**src/rtl/pipe_share_sched.sv**
```systemverilog
// pipe_share_sched: shares one fixed-latency, go-triggered pipelined unit
// between two requesters. Round-robin grant, initiation-interval cooldown,
// and a tag pipeline that routes each result back to the requester that
// issued it as a registered one-cycle pulse.
//
// Handshake: a requester raises reqN_valid with operands on reqN_l/reqN_r.
// reqN_ready is a same-cycle combinational grant that is only ever high
// while reqN_valid is high; the transfer (and the unit issue) happens in
// any cycle with valid && ready. Valid must not depend on ready. Operands
// only need to be stable in the transfer cycle. Responses have no
// backpressure.
module pipe_share_sched #(
    parameter int WIDTH   = 32,
    parameter int LATENCY = 2,   // go cycle -> unit_out valid cycle, >= 1
    parameter int II      = 2    // min cycles between go pulses, >= 1
) (
    input  logic             clk,
    input  logic             reset,        // asynchronous, active low
    input  logic             req0_valid,
    output logic             req0_ready,
    input  logic [WIDTH-1:0] req0_l,
    input  logic [WIDTH-1:0] req0_r,
    input  logic             req1_valid,
    output logic             req1_ready,
    input  logic [WIDTH-1:0] req1_l,
    input  logic [WIDTH-1:0] req1_r,
    output logic             unit_go,
    output logic [WIDTH-1:0] unit_l,
    output logic [WIDTH-1:0] unit_r,
    input  logic [WIDTH-1:0] unit_out,
    output logic             resp0_valid,
    output logic [WIDTH-1:0] resp0_data,
    output logic             resp1_valid,
    output logic [WIDTH-1:0] resp1_data,
    output logic             busy
);

    // Cooldown counter only has to hold II-1; keep at least one bit so the
    // II==1 case (always zero) still elaborates cleanly.
    localparam int              CW      = (II > 1) ? $clog2(II) : 1;
    localparam logic [CW-1:0]   CD_LOAD = CW'(II - 1);

    logic [CW-1:0]      cooldown;
    logic               ptr;        // 0: prefer requester 0, 1: prefer requester 1
    logic [LATENCY-1:0] tag_v;      // per-stage "an issue is in flight here"
    logic [LATENCY-1:0] tag_id;     // per-stage requester id of that issue

    logic can_issue;
    logic pick1;
    logic grant0;
    logic grant1;
    logic issue;
    logic gid;
    logic fin_v;
    logic fin_id;

    // Grant: one requester per permitted cycle, pointer breaks ties.
    always_comb begin
        can_issue = reset && (cooldown == '0);
        pick1     = req1_valid && (!req0_valid || ptr);
        grant0    = can_issue && req0_valid && !pick1;
        grant1    = can_issue && pick1;
        issue     = grant0 || grant1;
        gid       = grant1;
    end

    assign req0_ready = grant0;
    assign req1_ready = grant1;
    assign unit_go    = issue;

    // Operand mux: zero whenever nothing is issued so the unit sees no stale data.
    always_comb begin
        unit_l = '0;
        unit_r = '0;
        if (grant0) begin
            unit_l = req0_l;
            unit_r = req0_r;
        end else if (grant1) begin
            unit_l = req1_l;
            unit_r = req1_r;
        end
    end

    // The tag that reaches the last stage lines up with the cycle unit_out is valid.
    assign fin_v  = tag_v[LATENCY-1];
    assign fin_id = tag_id[LATENCY-1];

    // Cooldown and round-robin pointer: load II-1 on issue, count down to zero.
    always_ff @(posedge clk or negedge reset) begin
        if (!reset) begin
            cooldown <= '0;
            ptr      <= 1'b0;
        end else begin
            if (issue) begin
                cooldown <= CD_LOAD;
                ptr      <= ~gid;
            end else if (cooldown != '0) begin
                cooldown <= cooldown - CW'(1);
            end
        end
    end

    // Tag pipeline: shift every cycle, stage 0 takes this cycle's issue.
    always_ff @(posedge clk or negedge reset) begin
        if (!reset) begin
            tag_v  <= '0;
            tag_id <= '0;
        end else begin
            tag_v[0]  <= issue;
            tag_id[0] <= gid;
            for (int i = 1; i < LATENCY; i++) begin
                tag_v[i]  <= tag_v[i-1];
                tag_id[i] <= tag_id[i-1];
            end
        end
    end

    // Response capture: route unit_out to the issuing requester; data holds between pulses.
    always_ff @(posedge clk or negedge reset) begin
        if (!reset) begin
            resp0_valid <= 1'b0;
            resp1_valid <= 1'b0;
            resp0_data  <= '0;
            resp1_data  <= '0;
        end else begin
            resp0_valid <= fin_v && !fin_id;
            resp1_valid <= fin_v && fin_id;
            if (fin_v && !fin_id) begin
                resp0_data <= unit_out;
            end
            if (fin_v && fin_id) begin
                resp1_data <= unit_out;
            end
        end
    end

    // Busy is derived only from registered state, so it is clean and zero in reset.
    assign busy = (|tag_v) || (cooldown != '0) || resp0_valid || resp1_valid;

endmodule

```
**config.mk**
```make
export PLATFORM = sky130hd
export DESIGN_NAME = pipe_share_sched
export DESIGN_NICKNAME = d
export VERILOG_FILES = /design/src/rtl/pipe_share_sched.sv
export SDC_FILE = /design/constraint.sdc
export NUM_CORES = 1
export LEC_CHECK = 0
export BUFFER_PORTS_ARGS = -buffer_cell sky130_fd_sc_hd__buf_2
export CORE_AREA = 5 5 113 115
export CTS_BUF_LIST = sky130_fd_sc_hd__clkbuf_4 sky130_fd_sc_hd__clkbuf_8
export CTS_CLUSTER_SIZE = 28
export DETAILED_ROUTE_END_ITERATION = 12
export DIE_AREA = 0 0 118 120
export PLACE_DENSITY = 0.74
export SLEW_MARGIN = 20
export SYNTH_ARGS = -nofsm -noshare
export SYNTH_HDL_FRONTEND = slang
export SYNTH_SLANG_ARGS = --single-unit
```
**constraint.sdc**
```tcl
create_clock -name clk -period 3.1 [get_ports clk]
set_input_delay 0.155 -clock clk [delete_from_list [all_inputs] [get_ports clk]]
set_output_delay 0.155 -clock clk [all_outputs]
set_load 0.005 [all_outputs]
```
Word-level counts from Yosys, hierarchy flattened --
Cells that the tools add are included.
Cells by class: add/sub/neg operators 1, mux-type cells 6, bitwise gates (word level) 2, reductions and logical operators 16
Operators with widths (count):
- 2-to-1 mux 32 bit | 4
- logical AND 1 bit | 7
- logical OR 1 bit | 5
- logical NOT 1 bit | 3
- 2-to-1 mux 1 bit | 2
- NOT 1 bit | 2
- OR reduction 2 bit | 1
- subtractor 1 bit (second input constant) | 1
Word-level totals: bits in registers 72, bits of input ports 164, output and inout bits 134, logic and storage cells 33

Logic depth before layout (Yosys ltp) --
Gate-level depths: netlist of the first run.
depth in word-level cells 7, depth in mapped cells 5, mapped depth without buffers 3

Worst setup path after synthesis of the first run --
Ideal clock, no wire load.
path type flip-flop to output port, start register tag_v[0] (netlist name), end output port unit_l[10], data arrival time 1.130 ns, required time 2.945 ns, path slack 1.815 ns, stages on the path, launching flop included 6, path buffers 2, cell sequence dfrtp_1 > nand3b_1 > a21oi_2 > buf_4 > buf_4 > a22o_1
RTL lines:
- end, declared | line 28 | output logic [WIDTH-1:0] unit_l,

==> results of run 1 <==
==> Yosys cell counts <==
cell type  instances
or4_1              1
buf_2             11
buf_4             10
o21ai_0            1
nand3b_1           2
a21oi_2            2
inv_1              3
dfrtp_1           71
nand2b_1           1
mux2_2            57
a22o_1            64
or2_2              1
nand2_1            2
mux2_1             7
==> state kept, by name, summed over array words and instances, names as in the netlist <==
name         cells
tag_id           2
resp1_valid      1
resp1_data      32
resp0_valid      1
ptr              1
resp0_data      32
tag_v            2
==> kinds of logic (layout without fill, tap and decap cells) <==
| family | count (synthesis) | count (layout) | share of synthesized area |
|---|---|---|---|
| buffers and inverters | 24 | 319 | 0.0433 |
| AOI/OAI and AO/OA | 67 | 67 | 0.179 |
| DFF | 71 | 71 | 0.544 |
| muxes | 64 | 64 | 0.221 |
| and+or+nand+nor | 7 | 7 | 0.0130 |
==> worst max-delay path, stage by stage, from the launching register on <==
cell and delay, ns:
dfrtp_1 0.41, nand3b_1 0.23, a21oi_4 0.13, buf_4 0.54, a22o_1 0.34, buf_2 0.15
==> layer usage <==
| metal | GRT usage | vias to the layer above |
|---|---|---|
| li1 | - | 1469 |
| met1 | 0.184 | 1569 |
| met2 | 0.341 | 199 |
| met3 | 0.0730 | 25 |
| met4 | 0.0731 | 0 |
| met5 | 0 | - |
==> power by group <==
part	switching (mW)	leakage [nW]	internal, mW
Clock	0.310	0.0998	0.412
Combinational	0.553	1.82	0.739
Sequential	0.187	0.837	1.32
==> placed cells by master (no fill, tap or decap) <==
cell | synthesis | final
a21oi_4 | 0 | 2
a22o_1 | 64 | 64
buf_2 | 11 | 297
buf_4 | 10 | 5
bufinv_16 | 0 | 1
clkbuf_4 | 0 | 3
clkbuf_8 | 0 | 10
dfrtp_1 | 71 | 71
inv_1 | 3 | 3
mux2_1 | 7 | 7
mux2_2 | 57 | 57
nand2_1 | 2 | 2
nand2b_1 | 1 | 1
nand3b_1 | 2 | 2
o21ai_0 | 1 | 1
or2_2 | 1 | 1
or4_1 | 1 | 1
==> layout make-up <==
class / instances / area (um^2)
well taps: 147 / 184
repair buffers: 302 / 1520
flip-flops and latches: 71 / 1780
clock inverters: 1 / 30.0
clock buffers: 13 / 160
fillers: 1105 / 6660
inverters: 3 / 11.3
multi-input cells: 138 / 1360
==> worst min-delay path by stage <==
| stage | end | slack (ns) |
|---|---|---|
| 2_1_floorplan | ptr | -0.14 |
| 4_1_cts | resp0_data[27] | 0.01 |
| 3_3_place_gp | tag_id[1] | 0.33 |
| 6_report | resp0_data[27] | 0.03 |
| 3_5_place_dp | tag_id[1] | 0.33 |
| 5_1_grt | resp0_data[27] | 0.01 |
==> through the flow <==
| step | instance area, um^2 | hold slack (ns) | power, mW |
|---|---|---|---|
| 4_1_cts | 5050 | 0.0139 | 3.57 |
| 3_5_place_dp | 4860 | 0.335 | 2.85 |
| 6_report | 5050 | 0.0336 | 3.52 |
| 2_1_floorplan | 3260 | -0.141 | 2.09 |
| 3_3_place_gp | 4860 | 0.334 | 2.79 |
| 5_1_grt | 5050 | 0.0139 | 3.76 |
==> flow_metrics.py, run 1 <==
metrics = {
    "detailed_routing": {
        "wl_met1_um": 4500,
        "via_per_inst": 4.83,
        "wl_met3_um": 1260,
        "detail_route.wirelength_um": 13600,
        "drc": 0,
        "dr.pass1.iters": 4,
        "wl_met2_um": 7360,
        "wire_per_inst_um": 20.1,
        "top_layer": "met4",
        "antenna_left": 0,
        "drt_iter0_drc": 177,
        "vias": 3262,
    },
    "yosys": {
        "yosys.cell_types.count": 14,
        "synth.area.top_cells": "dfrtp_1, mux2_2, a22o_1, mux2_1, buf_4",
        "avgSynthCellArea_um2": 14.0,
        "yosysWarningCount": 0,
        "netlist_area_um2": 3260,
        "yosys.area.top_type": "dfrtp_1",
        "synthesis.nets": 397,
        "yosysSeqAreaShare": 0.544,
        "syn_inst": 233,
        "synth_top_cell_area_share": 0.544,
        "synth_seq_cells": 71,
    },
    "final_layout": {
        "post-route-util": 0.431,
        "layoutNonFillerInstCount": 675,
        "nNetsFinal": 689,
        "drive_above_1_share": 0.712,
        "diodes": 0,
        "syn_to_final_growth_pct": 54.6,
    },
    "die": {
        "start_util": 0.279,
        "core_area_um2": 11700,
        "ios": 298,
        "die_x_um": 118,
        "rows": 40,
        "die_y_um": 120,
        "die-area_um2": 14200,
    },
    "power_and_ir_drop": {
        "p_leak_nw": 2.75,
        "ir_drop_mv": 0.384,
        "power_density_nw_per_um2": 697,
    },
    "worst_setup_path": {
        "ff2ff_path_depth": 4,
        "critPathCaptureType": "output port",
        "critical_path.max_fanout": 67,
        "startpoint": "tag_v[0]",
        "critPathLaunchType": "flip-flop",
        "r2r_slack_ns": 1.50,
        "arrival_ns": 2.18,
        "crit_end": "unit_r[21]",
        "r2r_start": "tag_v[0]",
        "critPathKind": "reg2out",
        "required_ns": 2.94,
        "timing.rr.end": "tag_v[0]",
    },
    "grt": {
        "grt_max_degree": 72,
        "grt_pass1_wl_um": 20100,
        "grt_remaining_overflow": 0,
        "antenna_found_initial": 0,
        "grt_pass1_vias": 3542,
        "grtUsageTotal": 0.184,
    },
    "sta": {
        "fin_worst_skew_ns": 0.0104,
        "hold_viol": 0,
        "relSlewSlack": 0.421,
        "period_share": 0.755,
        "min_period_ns": 2.34,
        "worstMarginPinSlew_ns": 0.869,
        "final-setup-viol-count": 0,
        "tns_ns": 0,
        "slew_violations": 0,
        "fin_ws_ns": 0.760,
        "max_clock_freq_ghz": 0.427,
        "rsz0062_at_grt": "false",
    },
    "place": {
        "hpwl_um": 11400,
        "port-buffer-count": 297,
        "place_ws_ns": 1.15,
        "gp_congestion": 0.942,
        "dp.cells": 661,
    },
    "run_status": {
        "outcome": "finished clean",
    },
    "clocking": {
        "clkTransAtPathRegs_ns": 0.07,
        "clk_latency_ns": 0.34,
        "post-cts-setup-buffers": 0,
        "holdBufCountCts": 0,
        "cts.sinks": 71,
        "htreeDepth": 3,
        "cts_resized": 0,
        "tritoncts": "yes",
        "cts_buffer_depth": 2,
        "cts_made_buffers": 9,
        "clockRootBuffer": "clkbuf_8",
    },
    "min_path": {
        "min_from": "unit_out[27]",
        "min_path_type": "in2reg",
        "whs_path_depth": 2,
    },
    "run": {
        "cap_violations": 0,
    },
}
(Power assumes the default switching activity.)
==> run 2, diff against run 1 <==
--- a/config.mk
+++ b/config.mk
@@ -5,13 +5,14 @@
 export SDC_FILE = /design/constraint.sdc
 export NUM_CORES = 1
 export LEC_CHECK = 0
+export ABC_AREA = 1
 export BUFFER_PORTS_ARGS = -buffer_cell sky130_fd_sc_hd__buf_2
-export CORE_AREA = 5 5 113 115
+export CORE_AREA = 5 5 112 114
 export CTS_BUF_LIST = sky130_fd_sc_hd__clkbuf_4 sky130_fd_sc_hd__clkbuf_8
 export CTS_CLUSTER_SIZE = 28
 export DETAILED_ROUTE_END_ITERATION = 12
-export DIE_AREA = 0 0 118 120
-export PLACE_DENSITY = 0.74
+export DIE_AREA = 0 0 117 119
+export PLACE_DENSITY = 0.81
 export SLEW_MARGIN = 20
 export SYNTH_ARGS = -nofsm -noshare
 export SYNTH_HDL_FRONTEND = slang
==> constraint.sdc (replaced) <==
create_clock -name clk -period 2.2 [get_ports clk]
set_input_delay 0.11 -clock clk [delete_from_list [all_inputs] [get_ports clk]]
set_output_delay 0.11 -clock clk [all_outputs]
set_load 0.005 [all_outputs]
==> flow_metrics.py, run 2 <==
metrics = {
    "clocking": {
        "cts.sinks": 71,
        "clkTransAtPathRegs_ns": 0.09,
        "htreeDepth": 3,
        "cts_made_buffers": 9,
        "tritoncts": "yes",
        "clockRootBuffer": "clkbuf_8",
        "clk_latency_ns": 0.34,
        "cts_resized": 0,
        "cts_buffer_depth": 2,
    },
    "detailed_routing": {
        "via_per_inst": 5.03,
        "wire_per_inst_um": 16.8,
        "detail_route.wirelength_um": 15400,
        "antenna_left": 0,
        "dr.pass1.iters": 5,
        "vias": 4598,
        "drt_iter0_drc": 433,
        "drc": 0,
    },
    "grt": {
        "grt_pass1_wl_um": 22600,
        "antenna_found_initial": 2,
        "grt_max_degree": 67,
        "grt_remaining_overflow": 0,
        "grtUsageTotal": 0.207,
        "grt_pass1_vias": 4158,
    },
    "worst_setup_path": {
        "r2r_slack_ns": 0.89,
        "crit_slowest_cell": "dlygate4sd3_1",
        "critPathKind": "in2out",
        "cp_slowest_stage_delay_ns": 0.58,
        "required_ns": 2.09,
        "crit_top_cell": "buf_2",
        "timing.rr.end": "resp1_data[11]",
        "r2r_start": "tag_v[1]",
        "critical_path.max_fanout": 66,
        "critPathLaunchType": "input pin",
        "arrival_ns": 1.92,
        "critPathCaptureType": "output port",
        "path_cells": "dlygate4sd3_1, buf_2, inv_2, nor2_4, buf_12, nand4_1, nand2_1, buf_2",
        "ff2ff_path_depth": 3,
    },
    "sta": {
        "final-setup-viol-count": 0,
        "max_clock_freq_ghz": 0.494,
        "slew_violations": 0,
        "period_share": 0.921,
        "hold_viol": 0,
        "worstMarginPinSlew_ns": 0.808,
        "min_period_ns": 2.03,
        "fin_ws_ns": 0.175,
        "fin_worst_skew_ns": 0.00948,
        "tns_ns": 0,
        "rsz0062_at_grt": "false",
        "relSlewSlack": 0.462,
    },
    "yosys": {
        "netlist_top_cells_count": "nand2_1, dfrtp_1, nand3_1, nand4_1, inv_1",
        "synthesis.nets": 659,
        "yosysSeqAreaShare": 0.453,
        "yosysWarningCount": 0,
        "synthMuxAreaShare": 0,
        "synth_ff_type": "dfrtp_1",
        "synth_top_cell_area_share": 0.453,
        "yosys.cell_types.count": 18,
        "synth_seq_cells": 71,
        "synth_xor_area_frac": 0,
        "synth.area.top_cells": "dfrtp_1, nand2_1, nand4_1, nand3_1, o21ai_2",
        "yosys.area.top_type": "dfrtp_1",
        "avgSynthCellArea_um2": 7.93,
        "yosys.cell_count.top_type": "nand2_1",
        "syn_inst": 495,
        "synth_enable_flop_cells": 0,
        "synth-compound-area-share": 0.106,
        "synthAdderAreaFrac": 0,
        "netlist_area_um2": 3930,
        "async_flop_share": 1.00,
        "synth_top_family_by_area": "simple AND/OR/NAND/NOR gates",
        "yosys.area_share.simple": 0.324,
    },
    "die": {
        "start_util": 0.347,
        "rows": 39,
        "ios": 298,
        "core_area_um2": 11300,
        "die_x_um": 117,
        "die-area_um2": 13900,
        "die_y_um": 119,
    },
    "power_and_ir_drop": {
        "ir_drop_mv": 0.615,
        "p_seq_frac": 0.431,
        "power_frac_comb": 0.331,
        "p_int_mw": 2.74,
        "swShare": 0.354,
        "netSwitchingPower_mw": 1.50,
        "power_density_nw_per_um2": 749,
        "p_clk_frac": 0.238,
        "p_leak_nw": 3.42,
    },
    "place": {
        "hpwl_um": 12100,
        "port-buffer-count": 297,
        "gp_congestion": 0.931,
        "place_ws_ns": 0.546,
    },
    "final_layout": {
        "mostFrequentLayoutCells": "buf_2, nand2_1, dfrtp_1",
        "drive_above_1_share": 0.460,
        "syn_to_final_growth_pct": 44.2,
        "largestRegisters": "resp0_data x32, resp1_data x32",
        "diodes": 0,
        "nNetsFinal": 931,
        "layout_commonest_cell": "buf_2",
    },
    "run": {
        "cap_violations": 0,
    },
    "min_path": {
        "min_from": "unit_out[9]",
        "min_path_type": "in2reg",
        "whs_path_depth": 3,
        "min_to": "resp0_data[9]",
    },
    "run_status": {
        "outcome": "finished clean",
    },
}
## run 2: changes by cell type after synthesis, moves of 23 or more
| cell | previous run | this run |
|---|---|---|
| o21ai_2 | 0 | 23 |
| inv_1 | 3 | 39 |
| mux2_2 | 57 | 0 |
| nand3_1 | 0 | 66 |
| o21ai_0 | 1 | 32 |
| nand2_1 | 2 | 134 |
| a22o_1 | 64 | 0 |
| nand4_1 | 0 | 64 |
## run 2: how the worst max path moves through the flow
stage          depth (start not counted)        end      from
3_5_place_dp                           7  unit_l[5]  tag_v[0]
4_1_cts                                8  unit_l[5]     reset
5_1_grt                                7  unit_l[8]       ptr
3_3_place_gp                           7  unit_l[5]       ptr
2_1_floorplan                          6  unit_l[0]  tag_v[0]
6_report                               8  unit_l[8]     reset
## run 2: power groups by stage
stage	sequential, mW	combinational, mW	clock, mW
detailed placement	1.86	1.42	0
global placement	1.85	1.38	0
global route	1.87	1.57	1.10
finish	1.83	1.40	1.01
floorplan	1.88	0.624	0
CTS	1.83	1.42	1.04
## run 2: repair_timing
item,4_1_cts,5_1_grt
endpoints found under the setup margin,0,3
buffers inserted,0,2
endpoints found under the hold margin,6,0
hold buffers,2,0
## run 2: per-layer routing
metal	vias up	GRT usage	wire length, um
met3	34	0.0674	1670
met4	4	0.0860	595
met5	-	0	27
met1	2096	0.239	5610
met2	246	0.349	7490
li1	2218	-	-
## run 2: kinds of logic after synthesis
logic type	count (synthesis)
AOI/OAI and AO/OA	66
buffers and inverters	89
DFF	71
and+or+nand+nor	269
## run 2: cell type report
cell class | instances | area (um^2)
Clock buffer | 9 | 124
Clock inverter | 7 | 73.8
Fill cell | 1124 | 5660
Inverter | 41 | 154
Multi-Input combinational cell | 335 | 1700
Sequential cell | 71 | 1780
Tap cell | 143 | 179
Timing Repair Buffer | 309 | 1660
## run 2: worst max-delay path, delay by kind of cell
family        cells  cell delay, ns
simple gates      3            0.47
buf+inv           5            1.30
## run 2: through the flow
| stage | instances | total power, mW | hold slack, ns | utilization | area [um^2] |
|---|---|---|---|---|---|
| after floorplan | 495 | 2.51 | -0.186 | - | 3930 |
| after global placement | 895 | 3.22 | -0.0278 | 0.479 | 5430 |
| after detailed placement | 895 | 3.27 | -0.0270 | 0.479 | 5430 |
| after CTS | 913 | 4.30 | 0.000957 | 0.499 | 5650 |
| after global routing | 915 | 4.54 | 0.00222 | 0.500 | 5660 |
| final | 915 | 4.24 | 0.0200 | 0.500 | 5660 |
==> run 3, diff against run 2 <==
==> constraint.sdc (replaced) <==
create_clock -name clk -period 1.95 [get_ports clk]
set_input_delay 0.0975 -clock clk [delete_from_list [all_inputs] [get_ports clk]]
set_output_delay 0.0975 -clock clk [all_outputs]
set_load 0.005 [all_outputs]
==> flow_metrics.py, run 3 (synthesis results as in run 2) <==
metrics = {
    "run_status": {
        "outcome": "finished clean",
    },
    "final_layout": {
        "mostFrequentLayoutCells": "buf_2, nand2_1, dfrtp_1",
        "largestRegisters": "resp0_data x32, resp1_data x32",
        "nNetsFinal": 952,
        "syn_to_final_growth_pct": 49.3,
        "drive_above_1_share": 0.455,
        "post-route-util": 0.518,
        "layoutNonFillerInstCount": 938,
        "layout_commonest_cell": "buf_2",
    },
    "sta": {
        "relSlewSlack": 0.465,
        "fin_ws_ns": 0.135,
        "worstMarginPinSlew_ns": 0.802,
        "period_share": 0.931,
        "hold_viol": 0,
        "min_period_ns": 1.82,
        "final-setup-viol-count": 0,
        "fin_worst_skew_ns": 0.0145,
        "rsz0062_at_grt": "false",
        "slew_violations": 0,
        "max_clock_freq_ghz": 0.551,
        "tns_ns": 0,
    },
    "power_and_ir_drop": {
        "power_density_nw_per_um2": 837,
        "ir_drop_mv": 0.614,
        "p_leak_nw": 3.50,
    },
    "place": {
        "port-buffer-count": 297,
        "hpwl_um": 12100,
        "dp.cells": 903,
        "place_ws_ns": 0.418,
        "gp_congestion": 0.946,
    },
    "worst_setup_path": {
        "critical_path.max_fanout": 18,
        "r2r_slack_ns": 0.65,
        "cp_slowest_stage_delay_ns": 0.42,
        "crit_family": "simple AND/OR/NAND/NOR gates",
        "arrival_ns": 1.72,
        "critPathKind": "reg2out",
        "critPathCaptureType": "output port",
        "required_ns": 1.85,
        "path_cells": "nor2_4, buf_4, nand4_1, nand2_1, buf_2",
        "path_buf_inv": 2,
        "crit_slowest_cell": "dfrtp_1",
        "critPathLaunchType": "flip-flop",
    },
    "detailed_routing": {
        "antenna_left": 0,
        "dr.pass1.iters": 5,
        "drc": 0,
        "via_per_inst": 5.00,
        "vias": 4686,
        "detail_route.wirelength_um": 15600,
        "drt_iter0_drc": 423,
        "wire_per_inst_um": 16.6,
    },
    "die": {
        "die_y_um": 119,
        "core_area_um2": 11300,
        "die-area_um2": 13900,
        "die_x_um": 117,
        "rows": 39,
        "start_util": 0.347,
        "ios": 298,
    },
    "clocking": {
        "tritoncts": "yes",
        "cts_made_buffers": 9,
        "clk_latency_ns": 0.35,
        "clkTransAtPathRegs_ns": 0.08,
        "post-cts-setup-buffers": 0,
        "htreeDepth": 3,
        "clockRootBuffer": "clkbuf_8",
        "cts_buffer_depth": 2,
        "cts.sinks": 71,
    },
    "run": {
        "cap_violations": 0,
    },
    "grt": {
        "antenna_found_initial": 1,
        "grt_use_met3": 0.0751,
        "grt_pass1_vias": 4411,
        "use_met2": 0.352,
        "grtUsageTotal": 0.212,
        "grt-busiest-layer": "met2",
        "grt_remaining_overflow": 0,
        "grt_pass1_wl_um": 23000,
        "grt_max_degree": 67,
        "grtUsageMet1": 0.237,
    },
    "min_path": {
        "min_path_type": "in2reg",
    },
}
## run 3: cell count changes in the layout (fill, tap and decap cells not counted), sizes merged
cell         delta
dlygate4sd3    +15
buf             +6
inv             -4
clkinvlp        +2
diode           +2
bufinv          +1
clkbuf          +1
## run 3: timing repair
action / CTS / global route
gates resized for setup: 0 / 1
hold buffers: 17 / 0
endpoints found under the setup margin: 0 / 2
endpoints found under the hold margin: 23 / 0
## run 3: final timing paths
kind,to,depth (start not counted),startpoint
worst max-delay path,unit_r[24],5,tag_v[0]
worst min-delay path,resp0_data[20],3,unit_out[20]
worst max register to register,resp1_data[16],4,tag_v[1]
worst min register to register,tag_id[1],0,tag_id[0]
max in group asynchronous,resp0_data[22],2,reset
min in group asynchronous,resp1_data[0],2,reset
## run 3: where the power goes
part,internal (mW),switching [mW]
Sequential,1.86,0.209
Clock,0.629,0.574
Combinational,0.754,0.874
Total,3.25,1.66
## run 3: metrics by stage
stage               total power [mW]  instance area, um^2  hold WS, ns
floorplan                       2.83                 3930       -0.198
global placement                3.65                 5480      -0.0443
detailed placement              3.70                 5480      -0.0389
CTS                             4.93                 5850     0.000521
global route                    5.22                 5860       0.0181
finish                          4.90                 5860       0.0180
## run 3: routing by layer
metal / up-vias / wire length (um)
met5: - / 0
met4: 0 / 730
met3: 38 / 1690
met2: 263 / 7410
met1: 2117 / 5760
li1: 2268 / -
## run 3: worst reg2reg max path, cell delays in order (launching register included)
cell and delay (ns):
dfrtp_1 0.40, nand2_2 0.06, buf_4 0.46, nand2_1 0.16
o21ai_0 0.14
## run 3: cell type report
| class | count | area [um^2] |
|---|---|---|
| Antenna cell | 2 | 5.00 |
| Clock buffer | 10 | 138 |
| Clock inverter | 6 | 67.6 |
| Fill cell | 1067 | 5460 |
| Inverter | 41 | 154 |
| Multi-Input combinational cell | 335 | 1700 |
| Sequential cell | 71 | 1780 |
| Tap cell | 143 | 179 |
| Timing Repair Buffer | 330 | 1840 |
